--- config.mk ---
export PLATFORM = sky130hd
export DESIGN_NAME = bcd_scan_driver
export DESIGN_NICKNAME = d
export VERILOG_FILES = /design/src/rtl/bcd_scan_driver.sv
export SDC_FILE = /design/constraint.sdc
export NUM_CORES = 1
export LEC_CHECK = 0
export CORE_MARGIN = 2
export CORE_UTILIZATION = 55
export DETAILED_ROUTE_END_ITERATION = 12
export MAX_ROUTING_LAYER = met4
export PLACE_DENSITY = 0.8
export SLEW_MARGIN = 40
export SYNTH_ARGS = -nofsm -noshare
export SYNTH_HDL_FRONTEND = slang
export SYNTH_SLANG_ARGS = --single-unit
--- constraint.sdc ---
create_clock -name clk -period 4.55 [get_ports clk]
set_input_delay 0.91 -clock clk [delete_from_list [all_inputs] [get_ports clk]]
set_output_delay 0.91 -clock clk [all_outputs]
set_load 0.1 [all_outputs]
--- src/rtl/bcd_scan_driver.sv ---
// rtl/bcd_scan_driver.sv - four-digit BCD counter driving a time-multiplexed seven-segment display
// Optional build macro LEADING_ZERO_BLANK_EN blanks leading zero digits (digit 0 always shown).
module bcd_scan_driver #(
  parameter int unsigned SCAN_DIV = 1000
) (
  input  logic        clk,
  input  logic        rst,
  input  logic        count_en,
  input  logic        clear,
  output logic [3:0]  digit,
  output logic [3:0]  an,
  output logic [15:0] value,
  output logic        carry
);

  localparam int unsigned PW = (SCAN_DIV > 1) ? $clog2(SCAN_DIV) : 1;
  localparam logic [PW-1:0] PRE_LAST = PW'(SCAN_DIV - 1);

  logic [15:0]   r_value;
  logic          r_carry;
  logic [PW-1:0] r_pre;
  logic [1:0]    r_index;

  logic [15:0]   w_value_inc;
  logic          w_wrap;
  logic [3:0]    w_sel_nib;
  logic          w_blank;

  // Decimal ripple increment; a nibble at 9 (or above) rolls to 0 and carries.
  always_comb begin
    logic w_cin;
    w_cin       = 1'b1;
    w_value_inc = r_value;
    for (int i = 0; i < 4; i++) begin
      if (w_cin) begin
        if (r_value[4*i +: 4] >= 4'd9) begin
          w_value_inc[4*i +: 4] = 4'd0;
        end else begin
          w_value_inc[4*i +: 4] = r_value[4*i +: 4] + 4'd1;
          w_cin                 = 1'b0;
        end
      end
    end
  end

  assign w_wrap = (r_value == 16'h9999);

  always_ff @(posedge clk) begin
    if (rst) begin
      r_value <= 16'h0000;
      r_carry <= 1'b0;
    end else if (clear) begin
      r_value <= 16'h0000;
      r_carry <= 1'b0;
    end else if (count_en) begin
      r_value <= w_value_inc;
      r_carry <= w_wrap;
    end else begin
      r_carry <= 1'b0;
    end
  end

  // Scan timing is free-running; only reset touches it.
  always_ff @(posedge clk) begin
    if (rst) begin
      r_pre   <= '0;
      r_index <= 2'd0;
    end else if (r_pre == PRE_LAST) begin
      r_pre   <= '0;
      r_index <= r_index + 2'd1;
    end else begin
      r_pre   <= r_pre + 1'b1;
    end
  end

  always_comb begin
    case (r_index)
      2'd0:    w_sel_nib = r_value[3:0];
      2'd1:    w_sel_nib = r_value[7:4];
      2'd2:    w_sel_nib = r_value[11:8];
      default: w_sel_nib = r_value[15:12];
    endcase
  end

`ifdef LEADING_ZERO_BLANK_EN
  always_comb begin
    case (r_index)
      2'd0:    w_blank = 1'b0;
      2'd1:    w_blank = (r_value[15:4] == 12'h000);
      2'd2:    w_blank = (r_value[15:8] == 8'h00);
      default: w_blank = (r_value[15:12] == 4'h0);
    endcase
  end
`else
  assign w_blank = 1'b0;
`endif

  assign an    = w_blank ? 4'b1111 : ~(4'b0001 << r_index);
  assign digit = w_blank ? 4'hF : w_sel_nib;
  assign value = r_value;
  assign carry = r_carry;

endmodule

# Word-level counts from Yosys, hierarchy flattened
# Cells that the tools add are included.
[totals]
out_inout_bits = 25
ff_bits = 29
mem_bits_ro = 0
mem_bits_rw = 0
memories = 0
latchBits = 0
[op_classes]
div_mod_pow = 0
n_eq_ne = 4
mux = 10
magnitude_cmp = 4
reduce_logical = 7
shift = 1
multipliers = 0
n_addsub = 6
bitwise_logic = 2
[ops]
columns = ["op", "n"]
rows = [
  ["4-bit by 1-bit adder with 4-bit output, second input constant", 4],
  ["16-bit == test, second input constant", 1],
  ["4-bit greater-or-equal comparator, second input constant", 4],
  ["4-bit 2-to-1 mux", 4],
  ["4-bit one-hot mux with 3 select lines", 1],
  ["10-bit by 1-bit adder with 10-bit output, second input constant", 1],
  ["10-bit == test, second input constant", 1],
  ["2-bit AND reduction", 3],
  ["1-bit 2-to-1 mux", 5],
  ["4-bit inverter", 1],
  ["2-bit OR reduction", 2],
  ["1-bit by 2-bit << shifter with 4-bit output, first input constant", 1],
  ["3-bit OR reduction", 1],
  ["2-bit by 1-bit adder with 2-bit output, second input constant", 1],
  ["2-bit by 1-bit == test with 1-bit output, second input constant", 1],
  ["2-bit == test, second input constant", 1],
  ["2-bit zero test", 1],
  ["1-bit inverter", 1],
]

# Longest topological paths before layout
[depth]
depth_word = 5
mapped_depth = 7
mapped_depth_nobuf = 6

# Least setup slack after synthesis
# Ideal clock, no wire load.
[synth_path]
kind = "register -> output"
startpoint = "reg r_value[8], in the netlist value[8]"
endpoint = "out digit[0]"
t_arrival_ns = 2.814
required_ns = 3.640
path_stages_with_launch = 3
setup_slack_ns = 0.826
path_cell_list = "dfxtp_1 -> a222oi_1 -> mux2i_1"
[synth_between]
elab_chain_cells = 1
[synth_rtl]
columns = ["item", "line", "source"]
rows = [
  ["start: declaration", "19", "logic [15:0] r_value;"],
  ["start signal: assignment", "56", "r_value <= w_value_inc;"],
  ["4-bit one-hot mux with 3 select lines", "77", "case (r_index)"],
  ["end: declaration", "10", "output logic [3:0] digit,"],
]
# No other way between the ends.

# Worst setup path after layout
[layout_path]
startpoint = "reg r_index[0]"
endpoint = "out digit[1]"
[layout_between]
elab_chain_cells = 2
[layout_rtl]
columns = ["item", "line", "source"]
rows = [
  ["start: declaration", "22", "logic [1:0] r_index;"],
  ["start signal: assignment", "70", "r_index <= r_index + 2'd1;"],
  ["2-bit == test, or another cell as far along", "77", ""],
  ["4-bit one-hot mux with 3 select lines (*)", "77", ""],
]
# Mark *: on every way between the ends. The rest lies on a longest branch, timed or not.

==> results.toml <==
[synthesis]
synth_top_flop_cell = "dfxtp_1"
synthArstFlopShare_pct = 0
synth-seq-cells = 29
synth_nets = 203
yosysWarnings = 0
synth_edf_count = 0
yosysSeqAreaShare_pct = 34.9
avgSynthCellArea_sq_um = 9.19
synth_cell_type_count = 41
synth_cells = 181
netlist_area_sq_um = 1660

[critical_path]
cp_slowest_cell = "dfxtp_1"
max_stage_delay_ns = 0.40
cp_data_arrival_time_ns = 1.92
crit_path_end_kind = "output pin"
start_kind = "flip-flop"
crit_path_cell_trace = "inv_1 > ha_1 > a222oi_1 > mux2i_1 > buf_2"
worstSetupPathType = "flip-flop to output pin"
crit_fanout = 5
worstPathRequired_ns = 3.64

[floorplan]
die-area_sq_um = 3480
io_pins = 29
die_h_um = 59.0
start_util_pct = 59.3
core_sq_um = 2810
rows = 19
fp.dieW_um = 59.0

[min_path]
hold_class = "flip-flop to flip-flop"

[clock_tree]
clkSinkCount = 29
cts-resized-gates = 0
cts_inserted_buffers = 5
cts_tree = "built"
clk_pin_slew_worst_paths_ns = 0.10
cts-hold-fix-buffers = 0
cts_root_buffer = "clkbuf_4"
cts_setup_buffers = 0
cts_buffer_depth = 2
htreeDepth = 2
clk_latency_ns = 0.33

[sta]
setup_violations = 0
finalCritPeriodShare_pct = 62.1
worst-slew-pin-transition_ns = 0.576
rsz0062_at_grt = "no"
hold_viol = 0
setup_tns_ns = 0
relSlewSlack_pct = 61.3
layout_min_cycle_time_ns = 2.83
drv_slew = 0
fmax_ghz = 0.354
fin_skew_ns = 0.0107

[pwr]
peakVddDrop_v = 0.000186
p_leak_nw = 0.791
total_power_uw = 510
power.density_nw_per_um2 = 268

[routing]
vias_per_cell = 5.70
firstDrtPassIters = 10
ant_nets = 0
wl_um = 3400
drt_iter0_drc = 87
routed-via-count = 1385
drc = 2
routedWlPerCell_um = 14.0

[layout]
drive_gt1_share_pct = 18.9
final_common_cell = "dfxtp_1"
area_growth_pct = 14.7
fin_nets = 233
layout_common_cells = "dfxtp_1, buf_2, nor2_1"
diodes = 0

[outcome]
status = "complete, but fails checks"
violations = "design-rule violations"

[place]
dp_hpwl_um = 2580
place.gp.congestion = 0.894
portBuffers = 28

[job]
cap_violations = 0

[global_routing]
track_usage_pct = 22.2
gr-total-overflow = 0
grt_first_pass_wirelength_um = 5640
grt_pass1_vias = 1260
grt_antenna_before_repair = 0
grt_start_max_net_pins = 14
[cell type report]
class                   instances  area [sq um]
fillers                       232           898
inverters                      17          63.8
well taps                      31          38.8
repair buffers                 28           155
flip-flops and latches         29           581
multi-input cells             130           983
clock inverters                 1          30.0
clock buffers                   7          55.1
[report_power, final]
part           internal [mW]  total [mW]  switching [mW]  leakage, nW
logic                0.00991      0.0311          0.0212        0.511
registers              0.256       0.260         0.00306        0.234
clock network          0.131       0.220          0.0887       0.0455
[per-layer routing]
layer	GRT usage [%]	routed length, um	vias to the layer above
met5	-	0	-
met2	30.8	1490	47
met4	11.7	66	0
met3	4.80	226	8
met1	30.2	1620	643
li1	-	-	687
[path summary, 6_finish.rpt]
| path | from | end | slack [ns] | depth (start not counted) |
|---|---|---|---|---|
| worst max-delay path | r_index[0] | digit[1] | 1.72 | 5 |
| worst min register to register | r_pre[0] | r_pre[0] | 0.46 | 1 |
| worst min-delay path | r_pre[0] | r_pre[0] | 0.46 | 1 |
| worst max register to register | value[4] | value[15] | 2.56 | 6 |
[metrics by stage]
stage | worst slack, ns | area, sq um | cells | hold WS [ns] | util, %
finish | 1.72 | 1910 | 243 | 0.460 | 68.0
global route | 1.60 | 1910 | 243 | 0.498 | 68.0
CTS | 1.71 | 1910 | 243 | 0.470 | 68.0
detailed placement | 1.92 | 1820 | 235 | 0.450 | 64.9
global placement | 1.52 | 1950 | 235 | 0.438 | 69.4
floorplan | 0.826 | 1660 | 181 | 0.418 | -
[critical path, delay by kind of cell, from the launching register on]
| kind | cells | cell delay, ns |
|---|---|---|
| AOI/OAI and AO/OA | 1 | 0.38 |
| muxes | 1 | 0.12 |
| DFF | 1 | 0.40 |
| buffers and inverters | 2 | 0.42 |
| adders and majority gates | 1 | 0.27 |
[cell usage after synthesis (2+ instances only)]
cell type,count,area share (%)
a21oi_1,4,1.2
a222oi_1,4,2.4
a41oi_1,2,1.1
buf_6,2,1.4
dfxtp_1,29,35
ha_1,18,14
inv_1,17,3.8
mux2i_1,7,4.2
nand2_1,8,1.8
nand2b_1,7,2.6
nand3_1,6,1.8
nand4_1,6,2.3
nor2_1,23,5.2
nor3_1,7,2.1
nor4_1,2,0.75
o21ai_0,2,0.60
xnor2_1,9,4.7
xor2_1,5,2.6
[state kept, by name, summed over array words and instances (netlist names)]
register / flops
carry: 1
r_index: 2
r_pre: 10
value: 16
[kinds of logic after synthesis]
| family | share of synthesized area (%) |
|---|---|
| buffers and inverters | 5.94 |
| adder cells (fa/ha/maj) | 13.5 |
| AO/OA/AOI/OAI | 7.90 |
| flip-flops | 34.9 |
| AND/OR/NAND/NOR | 26.1 |
| multiplexers | 4.21 |
| XOR/XNOR | 7.37 |
(Power assumes the default switching activity.)
